--- config.mk ---
export PLATFORM = sky130hd
export DESIGN_NAME = dual_ram_arbiter_2ch
export DESIGN_NICKNAME = d
export VERILOG_FILES = /design/src/rtl/dual_ram_pkg.sv /design/src/rtl/rr_arb2.sv /design/src/rtl/dual_ram_arbiter_2ch.sv
export SDC_FILE = /design/constraint.sdc
export NUM_CORES = 1
export LEC_CHECK = 0
export BUFFER_PORTS_ARGS = -buffer_cell sky130_fd_sc_hd__buf_2
export CAP_MARGIN = 20
export CORE_MARGIN = 2
export CORE_UTILIZATION = 30
export DETAILED_ROUTE_END_ITERATION = 6
export PLACE_DENSITY = 0.78
export SLEW_MARGIN = 40
export SYNTH_ARGS = -nofsm -noshare
export SYNTH_HDL_FRONTEND = slang
export SYNTH_SLANG_ARGS = --single-unit
--- constraint.sdc ---
create_clock -name clk -period 1.7 [get_ports clk]
set_input_delay 0.17 -clock clk [delete_from_list [all_inputs] [get_ports clk]]
set_output_delay 0.17 -clock clk [all_outputs]
set_load 0.05 [all_outputs]
--- src/rtl/dual_ram_pkg.sv ---
// Shared constants for the two-client dual-port RAM arbiter.
package dual_ram_pkg;

  localparam int WIDTH    = 16;
  localparam int DEPTH    = 8;
  localparam int ADDR_BUS = 3;

  localparam int C0 = 0;
  localparam int C1 = 1;

endpackage

--- src/rtl/rr_arb2.sv ---
// Two-way round-robin arbiter. Grant is combinational from the requests and
// the registered last winner; the last winner only moves when the grant is
// actually used (en), so a withheld grant keeps its priority.
module rr_arb2
  import dual_ram_pkg::*;
(
  input  logic       clk,
  input  logic       rst,
  input  logic [1:0] req,
  input  logic       en,
  output logic [1:0] gnt
);

  logic last_q;
  logic last_d;

  // Pick the winner: a lone requester wins, on contention the client that did not win last time wins.
  always_comb begin
    gnt    = 2'b00;
    last_d = last_q;
    case (req)
      2'b01:   gnt = 2'b01;
      2'b10:   gnt = 2'b10;
      2'b11:   gnt = last_q ? 2'b01 : 2'b10;
      default: gnt = 2'b00;
    endcase
    if (en && (gnt != 2'b00)) begin
      last_d = gnt[C1];
    end
  end

  // Last-winner register; reset to C1 so that C0 wins the first contention.
  always_ff @(posedge clk) begin
    if (!rst) begin
      last_q <= 1'b1;
    end else begin
      last_q <= last_d;
    end
  end

endmodule

--- src/rtl/dual_ram_arbiter_2ch.sv ---
// Shares one dual-port RAM between two clients. The write and read ports are
// arbitrated independently; a same-address read/write pair alternates between
// letting the write through and letting the read through, so a reader never
// sees stale data and is held off for at most one cycle.
module dual_ram_arbiter_2ch
  import dual_ram_pkg::*;
(
  input  logic                clk,
  input  logic                rst,
  input  logic                c0_req,
  input  logic                c0_we,
  input  logic [ADDR_BUS-1:0] c0_addr,
  input  logic [WIDTH-1:0]    c0_wdata,
  output logic                c0_ack,
  output logic                c0_rvalid,
  output logic [WIDTH-1:0]    c0_rdata,
  input  logic                c1_req,
  input  logic                c1_we,
  input  logic [ADDR_BUS-1:0] c1_addr,
  input  logic [WIDTH-1:0]    c1_wdata,
  output logic                c1_ack,
  output logic                c1_rvalid,
  output logic [WIDTH-1:0]    c1_rdata,
  output logic                ram_rst,
  output logic                ram_we,
  output logic                ram_re,
  output logic [ADDR_BUS-1:0] ram_wr_addr,
  output logic [ADDR_BUS-1:0] ram_rd_addr,
  output logic [WIDTH-1:0]    ram_din,
  input  logic [WIDTH-1:0]    ram_dout
);

  logic [1:0]          wr_cand;
  logic [1:0]          rd_cand;
  logic [1:0]          wr_gnt;
  logic [1:0]          rd_gnt;
  logic                wr_go;
  logic                rd_go;
  logic                collide;
  logic [ADDR_BUS-1:0] wr_addr;
  logic [ADDR_BUS-1:0] rd_addr;
  logic [WIDTH-1:0]    wr_data;
  logic                rd_defer_q;
  logic                rd_defer_d;
  logic [1:0]          rvalid_q;
  logic [1:0]          rvalid_d;

  // Split the requests into write-port and read-port candidates.
  always_comb begin
    wr_cand = {c1_req & c1_we,  c0_req & c0_we};
    rd_cand = {c1_req & ~c1_we, c0_req & ~c0_we};
  end

  rr_arb2 u_wr_arb (
    .clk (clk),
    .rst (rst),
    .req (wr_cand),
    .en  (wr_go),
    .gnt (wr_gnt)
  );

  rr_arb2 u_rd_arb (
    .clk (clk),
    .rst (rst),
    .req (rd_cand),
    .en  (rd_go),
    .gnt (rd_gnt)
  );

  // Resolve collisions, drive the RAM ports and acknowledge the winners.
  always_comb begin
    wr_addr = wr_gnt[C1] ? c1_addr  : c0_addr;
    wr_data = wr_gnt[C1] ? c1_wdata : c0_wdata;
    rd_addr = rd_gnt[C1] ? c1_addr  : c0_addr;
    collide = (|wr_gnt) & (|rd_gnt) & (wr_addr == rd_addr);
    // Write goes first on a fresh collision; the deferred read goes next time.
    wr_go      = rst & (|wr_gnt) & ~(collide & rd_defer_q);
    rd_go      = rst & (|rd_gnt) & ~(collide & ~rd_defer_q);
    rd_defer_d = collide & ~rd_defer_q;
    rvalid_d   = rd_go ? rd_gnt : 2'b00;
    c0_ack      = (wr_go & wr_gnt[C0]) | (rd_go & rd_gnt[C0]);
    c1_ack      = (wr_go & wr_gnt[C1]) | (rd_go & rd_gnt[C1]);
    ram_we      = wr_go;
    ram_re      = rd_go;
    ram_wr_addr = wr_addr;
    ram_rd_addr = rd_addr;
    ram_din     = wr_data;
  end

  // Collision-defer flag and the read-owner pipeline that qualifies ram_dout.
  always_ff @(posedge clk) begin
    if (!rst) begin
      rd_defer_q <= 1'b0;
      rvalid_q   <= 2'b00;
    end else begin
      rd_defer_q <= rd_defer_d;
      rvalid_q   <= rvalid_d;
    end
  end

  assign ram_rst   = ~rst;
  assign c0_rvalid = rvalid_q[C0];
  assign c1_rvalid = rvalid_q[C1];
  assign c0_rdata  = ram_dout;
  assign c1_rdata  = ram_dout;

endmodule

# After elaboration in Yosys (flattened, before gate mapping)
# Cells that the tools add are included.
dict set report op_classes {
  eq_ne 7
  n_bitwise 24
  muxes 7
  reduce_logical 7
}
# cell count
set ops {}
lappend ops {{$and A1 B1 Y1} 16}
lappend ops {{$mux W16} 1}
lappend ops {{$pmux W2 S3} 2}
lappend ops {{$eq A2 B2 Y1 const B} 4}
lappend ops {{$mux W3} 2}
lappend ops {{$not A1 Y1} 6}
lappend ops {{$eq A2 B1 Y1 const B} 2}
lappend ops {{$mux W2} 2}
lappend ops {{$reduce_bool A2 Y1} 2}
lappend ops {{$reduce_or A2 Y1} 2}
lappend ops {{$eq A3 B3 Y1} 1}
lappend ops {{$logic_and A1 B1 Y1} 2}
lappend ops {{$or A1 B1 Y1} 2}
lappend ops {{$reduce_and A2 Y1} 1}
dict set report word_totals {
  in_bits 60
  regBits 5
  word_cells 49
}

# Longest topological paths before layout
# Gate-level depths: netlist of run 1.
dict set report logic_depth {
  depth_word 12
  ltp_mapped 6
}

# By module
# A second synthesis of run 1 with hierarchy kept.
dict set report hier_totals {
  hier_cells 111
  hier_area_um2 938.4
}
# module n_inst cells_per_inst seq_area_each_um2 area_each_um2
set by_module_without_submodules {}
lappend by_module_without_submodules {dual_ram_arbiter_2ch 1 97 60.1 820.8}
lappend by_module_without_submodules {rr_arb2 2 7 20.0 58.8}

# Worst setup path before layout of run 1
# OpenSTA, ideal clock, no wires.
dict set report synth_path {
  path_type {input-to-output}
  startpoint {input port rst}
  endpoint {output port c0_ack}
  stages 4
  setup_slack_ps -389
  path_buffers 0
  required_time_ps 1530
  t_arrival_ps 1919
  cell_sequence {inv_1 -> or3_1 -> mux2_2 -> a32oi_1}
}
dict set report synth_between {
  elab_chain_cells 4
  elab_cells_between_ends 7
  cone_classes {7 x bitwise}
}
# item line_no
set synth_lines {}
lappend synth_lines {{start, declared} dual_ram_arbiter_2ch.sv:9} ;# input logic rst,
lappend synth_lines {{$and A1 B1 Y1, on equally long branches (2 in series)} {dual_ram_arbiter_2ch.sv:77, dual_ram_arbiter_2ch.sv:78}}
lappend synth_lines {{$and A1 B1 Y1} dual_ram_arbiter_2ch.sv:81} ;# c0_ack = (wr_go & wr_gnt[C0]) | (rd_go & rd_gnt[C0]);
lappend synth_lines {{$or A1 B1 Y1 (*)} dual_ram_arbiter_2ch.sv:81}
lappend synth_lines {{end, declared} dual_ram_arbiter_2ch.sv:14} ;# output logic c0_ack,
# Every way passes the cells marked *; elsewhere a longest branch is shown, timed or not.

# Final worst setup path of run 1
dict set report layout_path {
  startpoint {register u_wr_arb.last_q}
  endpoint {output port c0_ack}
}
dict set report layout_between {
  elab_chain_cells 10
  elab_cells_between_ends 17
  cone_classes {1 x eq/ne; 3 x mux; 12 x bitwise; 1 x reduce/logical}
}
# item line_no
set layout_lines {}
lappend layout_lines {{start, declared} rr_arb2.sv:14} ;# logic last_q;
lappend layout_lines {{start signal, assigned} rr_arb2.sv:37} ;# last_q <= last_d;
lappend layout_lines {{$mux W2 (*)} rr_arb2.sv:24} ;# 2'b11: gnt = last_q ? 2'b01 : 2'b10;
lappend layout_lines {{$pmux W2 S3 (*)} rr_arb2.sv:21} ;# case (req)
lappend layout_lines {{$mux W3 or $reduce_or A2 Y1 (tied branches)} {dual_ram_arbiter_2ch.sv:72, dual_ram_arbiter_2ch.sv:75, dual_ram_arbiter_2ch.sv:77}}
lappend layout_lines {{$eq A3 B3 Y1 or $and A1 B1 Y1 (tied branches)} dual_ram_arbiter_2ch.sv:75} ;# collide = (|wr_gnt) & (|rd_gnt) & (wr_addr == rd_addr);
lappend layout_lines {{$and A1 B1 Y1} dual_ram_arbiter_2ch.sv:75}
lappend layout_lines {{$and A1 B1 Y1, on equally long branches} {dual_ram_arbiter_2ch.sv:77, dual_ram_arbiter_2ch.sv:78}}
lappend layout_lines {{$not A1 Y1, on equally long branches} {dual_ram_arbiter_2ch.sv:77, dual_ram_arbiter_2ch.sv:78}}
lappend layout_lines {{$and A1 B1 Y1, on equally long branches} {dual_ram_arbiter_2ch.sv:77, dual_ram_arbiter_2ch.sv:78}}
lappend layout_lines {{$and A1 B1 Y1} dual_ram_arbiter_2ch.sv:81}
lappend layout_lines {{$or A1 B1 Y1 (*)} dual_ram_arbiter_2ch.sv:81}
# Marked as above.

==> results of run 1 <==
per-layer routing:
| layer | up-vias | part of all wire |
|---|---|---|
| met5 | - | 0 |
| met4 | 0 | 0.028 |
| met3 | 14 | 0.088 |
| met2 | 57 | 0.50 |
| met1 | 482 | 0.38 |
| li1 | 559 | - |
how the worst max path moves through the flow:
stage	start	to	slack, ns	cells past startpoint
after CTS	u_wr_arb.last_q	c0_ack	-0.11	5
after floorplan	rst	c0_ack	-0.16	4
after global routing	u_wr_arb.last_q	c0_ack	-0.16	5
final	u_wr_arb.last_q	c0_ack	-0.09	5
after detailed placement	c0_addr[1]	ram_re	-0.02	7
after global placement	c0_addr[1]	ram_re	0.008	7
cell type report:
type / instances / area, um^2
fill: 307 / 1480
sequential: 5 / 101
timing repair buffer: 91 / 571
clock buffer: 4 / 26.3
inverter: 2 / 7.51
tap: 31 / 38.8
multi-input combinational: 103 / 578
where the power goes:
part | internal, uW | switching (uW) | leakage [uW] | total (uW)
clock | 88.9 | 51.5 | 0.0000150 | 140
sequential | 124 | 2.88 | 0.0000408 | 127
combinational | 173 | 319 | 0.000691 | 492
total | 386 | 373 | 0.000747 | 759
synthesized netlist by cell type, types with 2 or more instances:
master / instances
nand2b_1: 4
dfxtp_1: 5
buf_4: 32
and3_1: 4
clkbuf_1: 4
inv_1: 2
a221o_1: 2
nor2b_1: 3
nor2_1: 4
mux2_1: 3
o21ai_0: 3
a31oi_1: 2
nand2_1: 61
o21ai_1: 2
xor2_1: 2
registers in the layout (all words and copies together), names as in the netlist:
signal           cells
rd_defer_q           1
rvalid_q             2
u_wr_arb.last_q      1
u_rd_arb.last_q      1
stage by stage:
step           worst slack, ns  TNS [ns]   util  cell area (um^2)
2_1_floorplan           -0.162    -0.162      -               913
3_3_place_gp           0.00820         0  0.427              1200
3_5_place_dp           -0.0191   -0.0199  0.427              1200
4_1_cts                 -0.112    -0.112  0.454              1270
5_1_grt                 -0.156    -0.167  0.471              1320
6_report               -0.0939   -0.0939  0.471              1320
worst min-delay path, delay by kind of cell:
family,cells,cell delay [ns]
and+or+nand+nor,1,0.04
buffers and inverters,3,0.29
kinds of logic (layout without fill, tap and decap cells):
kind of cell	count (synthesis)	after routing	synth area share
AO/OA/AOI/OAI	15	15	0.113
XOR/XNOR	2	2	0.0195
buffers and inverters	38	97	0.292
flip-flops	5	5	0.111
multiplexers	4	4	0.0501
AND/OR/NAND/NOR	82	82	0.414
what timing repair did:
item	in CTS	in global routing
pin swaps	2	6
gates resized for setup	19	11
setup buffers	0	1
endpoints found under the setup margin	16	23
==> results.toml, run 1 <==
[setup_path]
crit_chain = "nor2_1, or3_1, mux2_2, a32oi_2, buf_6"
crit_path_start_kind = "flop"
cp_top_family = "simple AND/OR/NAND/NOR gates"
crit_fanout = 2
crit_arrival_ns = 1.62
cp-end-kind = "output port"
r2r-end = "u_rd_arb.last_q"
required_ns = 1.53
crit_buf_inv = 1
max_stage_delay_ns = 0.33
rrSetupSlack_ns = 0.37
r2r_start = "rd_defer_q"
slowest_stage = "or3_1"
crit_type = "reg -> out"
reg2reg_depth = 3

[floorplanning]
row_count = 19
start_util = 0.321
fp.dieW_um = 58.8
core-area_um2 = 2810
die_area_um2 = 3450
die_y_um = 58.8
io_pins = 121

[place]
dp_cells = 231
gp_congestion = 0.869
portBuffers = 72
dp_hpwl_mm = 2.14

[worst_hold_path]
hp-class = "in -> reg"
hold_end = "rd_defer_q"
hp-start = "rst"
whs_path_depth = 4

[timing]
fin_crit_ns = 1.79
setup-violations-final = 1
hold_viol = 0
fin_ws_ns = -0.0939
max_freq_mhz = 557
finClkSkew_ns = 0.00731
rsz0062_at_grt = "true"
slew_headroom = 0.819
hold_ws_ns = 0.297
worst_pin_slew_ns = 0.271
slew_viol_final = 0
min_period_over_period = 1.06

[power]
ir_drop_v = 0.000228
p_total_uw = 759
p_leak_uw = 0.000747
pwr_density_cell_nw_per_um2 = 574

[run]
maxCapViolCount = 0

[synthesis]
synth_cell_types = 28
synth_flop_cell = "dfxtp_1"
async_flop_share = 0
yosysTopAreaCellShare = 0.267
synth_edf_count = 0
synthesis.area_um2 = 900
ys_seq_elements = 5
synth_nets = 206
yosysSeqAreaShare = 0.111
synth_warnings = 0
ys_top_cells_by_area = "buf_4, nand2_1, dfxtp_1"
synth_cells = 146
avgSynthCellArea_um2 = 6.16
synth_largest_area_cell = "buf_4"

[global_route]
grt_overflow_total = 0
grt_start_max_net_pins = 20
grt_pass1_vias = 984
gr-usage-met2 = 0.263
grt_usage = 0.150
grt_pass1_wl_mm = 4.10
grtUsageMet1 = 0.176
gr-max-usage-layer = "met2"
use_met3 = 0.0286
antenna_found_initial = 0

[run_status]
violations = "design-rule violations, negative setup slack"
outcome = "finished, violations left"

[detailed_routing]
remaining_drc_errors = 4
viasPerCell = 4.71
wl_per_cell_um = 11.3
vias = 1112
wl_mm = 2.67
dr.pass1.iters = 7
drt_iter0_markers = 21
ant_nets = 0

[finish]
area_growth_syn_to_layout_pct = 47.0
nets = 266
final_common_cell = "nand2_1"
antenna_cells = 0
drive_above_1_share = 0.512
mostFrequentLayoutCells = "nand2_1, buf_2, buf_4"
fin_cells = 236

[clock_network]
cts-root-buf = "clkbuf_4"
cts_tree = "yes"
clk_latency_ns = 0.25
clk_pin_slew_ns = 0.05
clockBufferDepth = 2
cts-buffers-inserted = 3
hold_buffers = 0
h-tree-depth = 1
clkSinkCount = 5
Note: power is estimated with default switching activity, not from simulation.
==> inputs of run 2 (changes only) <==
clock period = 1.8 ns   (was 1.7 ns; I/O delays follow)
==> run 2 against run 1 <==
The run still ends with design-rule violations, negative setup slack left; sequential cell count stayed put; worst setup slack better by 0.081 ns; routed wire length is 1.6% higher; critical path depth stayed put; worst hold slack better by 0.018 ns; largest power group unchanged.
==> results.toml, run 2 (same netlist as run 1, synthesis figures left out) <==
[run_status]
outcome = "finished, violations left"
violations = "design-rule violations, negative setup slack"

[worst_hold_path]
hp-class = "in -> reg"

[setup_path]
crit_arrival_ns = 1.63
crit_type = "reg -> out"
required_ns = 1.62
crit_fanout = 2
crit_path_start_kind = "flop"
cp-end-kind = "output port"

[finish]
regMostFlops = "rvalid_q"
drive_above_1_share = 0.498
area_growth_syn_to_layout_pct = 36.3
antenna_cells = 0
nets = 262
finalInstanceArea_um2 = 1230
final_common_cell = "buf_2"
mostFrequentLayoutCells = "buf_2, nand2_1, buf_4"
fin_cells = 232
final_core_util = 0.437
nFillCells = 301
largest_reg_flops = 2

[floorplanning]
start_util = 0.321
row_count = 19
die_y_um = 58.8
die_area_um2 = 3450
fp.dieW_um = 58.8
io_pins = 121
core-area_um2 = 2810

[global_route]
grtUsageMet1 = 0.170
antenna_found_initial = 0
use_met3 = 0.0418
grt_pass1_wl_mm = 3.82
grt_overflow_total = 0
grt_start_max_net_pins = 20
grt_usage = 0.145
gr-usage-met2 = 0.237
grt_pass1_vias = 869
gr-max-usage-layer = "met2"

[detailed_routing]
drt_iter0_markers = 36
dr.pass1.iters = 7
ant_nets = 0
wl_per_cell_um = 11.7
remaining_drc_errors = 3
wl_mm = 2.71
viasPerCell = 4.58
vias = 1062

[clock_network]
clk_pin_slew_ns = 0.05
hold_buffers = 0
clk_latency_ns = 0.25
cts-buffers-inserted = 3
cts_tree = "yes"
clkSinkCount = 5
cts-root-buf = "clkbuf_4"
h-tree-depth = 1
clockBufferDepth = 2

[timing]
worst_pin_slew_ns = 0.281
slew_headroom = 0.812
hold_ws_ns = 0.314
rsz0062_at_grt = "true"
fin_crit_ns = 1.81
finClkSkew_ns = 0.00833
fin_ws_ns = -0.0129
slew_viol_final = 0
max_freq_mhz = 552
hold_viol = 0
setup-violations-final = 1
min_period_over_period = 1.01

[place]
portBuffers = 72
dp_hpwl_mm = 2.10
dp_cells = 225
dpl_cell_area_um2 = 1150
gp_congestion = 0.851

[power]
pwr_density_cell_nw_per_um2 = 566
ir_drop_v = 0.000200
p_leak_uw = 0.000719

[run]
maxCapViolCount = 0
run 2: final timing paths:
path | endpoint | cells past startpoint | slack, ns | start
setup / recovery | c0_ack | 5 | -0.01 | u_wr_arb.last_q
hold reg to reg | u_rd_arb.last_q | 1 | 0.53 | u_rd_arb.last_q
hold / removal | rvalid_q[1] | 3 | 0.31 | rst
setup reg to reg | u_wr_arb.last_q | 3 | 0.60 | rd_defer_q
run 2: metrics by stage:
step | total power, uW | setup slack (ns) | TNS, ns
after floorplan | 595 | -0.0818 | -0.0818
after global placement | 539 | 0.0366 | 0
after detailed placement | 541 | 0.0106 | 0
after CTS | 689 | -0.0282 | -0.0282
after global routing | 741 | -0.0718 | -0.0856
final | 695 | -0.0129 | -0.0129
run 2: layer usage:
metal  up-vias  wire length [um]
met1       438              1070
li1        553                 -
met4         0                78
met5         -                 0
met3        13               243
met2        58              1320
run 2: what timing repair did:
item | 4_1_cts | 5_1_grt
pin swaps | 1 | 1
setup buffers | 1 | 2
setup endpoints to repair | 1 | 19
resized for setup | 3 | 3
run 2: where the power goes:
part / internal, uW / leakage, uW / switching [uW]
clock network: 84.4 / 0.0000150 / 55.1
registers: 117 / 0.0000408 / 2.68
logic: 139 / 0.000664 / 297
run 2: layout make-up:
cell class / instances / area [um^2] / area share
Clock buffer: 4 / 26.3 / 0.0214
Inverter: 2 / 7.51 / 0.00612
Multi-Input combinational cell: 103 / 571 / 0.465
Sequential cell: 5 / 101 / 0.0827
Tap cell: 31 / 38.8 / 0.0316
Timing Repair Buffer: 87 / 482 / 0.393
run 2: critical path, stage by stage, from the launching register on:
cell,delay [ns]
dfxtp_2,0.32
nor2_1,0.06
or3_4,0.33
mux2_2,0.27
a32oi_2,0.21
buf_6,0.19
==> inputs of run 3 (changes only) <==
CELL_PAD_IN_SITES_DETAIL_PLACEMENT = 0   (was unset)
CELL_PAD_IN_SITES_GLOBAL_PLACEMENT = 1   (was unset)
CORE_UTILIZATION = 18   (was 30)
PLACE_DENSITY = unset   (was 0.78)
PLACE_DENSITY_LB_ADDON = 0.1   (was unset)
==> run 3 against run 2 <==
The flow now finishes without violations; routed wire length increased by 9.5%; sequential power is essentially flat; core utilization is 17 points lower; worst hold slack better by 0.033 ns; first-iteration DRC count grew 5.6%; register-to-register slack hardly changed.
==> results.toml, run 3 (same netlist as run 1, synthesis figures left out) <==
[run_status]
outcome = "completed"

[floorplanning]
core-area_um2 = 4790
start_util = 0.188
row_count = 25
die_area_um2 = 5580
fp.dieW_um = 74.7
io_pins = 121
die_y_um = 74.7

[setup_path]
max_stage_delay_ns = 0.33
crit_chain = "nor2_2, or3_4, mux2_4, a32oi_2, buf_6"
cp_top_family = "simple AND/OR/NAND/NOR gates"
crit_type = "reg -> out"
crit_buf_inv = 1
cp-end-kind = "output port"
crit_fanout = 2
required_ns = 1.62
crit_arrival_ns = 1.59
slowest_stage = "dfxtp_2"
crit_path_start_kind = "flop"

[timing]
hold_ws_ns = 0.348
fin_ws_ns = 0.0275
slew_headroom = 0.810
max_freq_mhz = 564
min_period_over_period = 0.985
worst_pin_slew_ns = 0.285
setup-violations-final = 0
fin_crit_ns = 1.77
finClkSkew_ns = 0.00182
hold_viol = 0
slew_viol_final = 0
rsz0062_at_grt = "true"

[global_route]
gr-usage-met2 = 0.191
grt_start_max_net_pins = 20
use_met3 = 0.0241
gr-max-usage-layer = "met2"
grt_pass1_wl_mm = 4.34
grtUsageMet1 = 0.104
grt_pass1_vias = 978
antenna_found_initial = 0
grt_overflow_total = 0
grt_usage = 0.0997

[detailed_routing]
dr.pass1.iters = 4
ant_nets = 0
remaining_drc_errors = 0
drt_iter0_markers = 38
wl_mm = 2.97
vias = 1059
wl_per_cell_um = 11.2
viasPerCell = 4.00

[finish]
nFillCells = 542
area_growth_syn_to_layout_pct = 41.3
regMostFlops = "rvalid_q"
final_common_cell = "buf_2"
fin_cells = 265
multi_input_area_um2 = 572
final_core_util = 0.266
mostFrequentLayoutCells = "buf_2, nand2_1, buf_4"
largest_reg_flops = 2
antenna_cells = 0
drive_above_1_share = 0.500
regArea_um2 = 101
nets = 259

[worst_hold_path]
hp-class = "in -> reg"

[clock_network]
cts_tree = "yes"
clkSinkCount = 5
clk_pin_slew_ns = 0.04
cts-buffers-inserted = 3
clockBufferDepth = 2
h-tree-depth = 1
clk_latency_ns = 0.22
postCtsSetupBuffers = 0
cts-root-buf = "clkbuf_8"
hold_buffers = 0

[run]
maxCapViolCount = 0

[power]
p_total_uw = 763
ir_drop_v = 0.000300
p_leak_uw = 0.000712
pwr_density_cell_nw_per_um2 = 600

[place]
dp_cells = 261
portBuffers = 72
gp_congestion = 0.747
dp_slack_ns = 0.0133
dp_hpwl_mm = 2.45
[run 3: worst min-delay path: cells and delay by family]
kind,cells,cell delay (ns)
buffers and inverters,3,0.31
AND/OR/NAND/NOR,1,0.04
[run 3: area by class of cell]
type / instances / area share
sequential: 5 / 0.0797
multi-input combinational: 103 / 0.450
inverter: 2 / 0.00591
timing repair buffer: 84 / 0.363
clock buffer: 4 / 0.0354
tap: 67 / 0.0659
[run 3: through the flow]
step | instance area, um^2 | setup TNS, ns
finish | 1270 | 0
detailed placement | 1200 | 0
floorplan | 913 | -0.0818
CTS | 1250 | 0
global placement | 1200 | 0
global route | 1270 | -0.0577
[run 3: what timing repair did]
action / 4_1_cts / 5_1_grt
pin swaps: 1 / 3
resized for setup: 4 / 7
endpoints found under the setup margin: 4 / 2
[run 3: power breakdown]
part	internal, uW	switching (uW)
combinational	135	298
sequential	117	3.60
clock	152	56.7
total	405	358
[run 3: worst paths after layout]
check / cells past startpoint / slack, ns / startpoint / end
max: 5 / 0.03 / u_wr_arb.last_q / c0_ack
min: 4 / 0.35 / rst / rd_defer_q
max reg2reg: 2 / 0.59 / rd_defer_q / u_rd_arb.last_q
min reg2reg: 1 / 0.55 / u_rd_arb.last_q / u_rd_arb.last_q
[run 3: per-layer routing]
| layer | share of wire | routed length (um) |
|---|---|---|
| met3 | 0.067 | 199 |
| met1 | 0.39 | 1160 |
| met2 | 0.52 | 1540 |
| met5 | 0 | 0 |
| met4 | 0.023 | 67 |
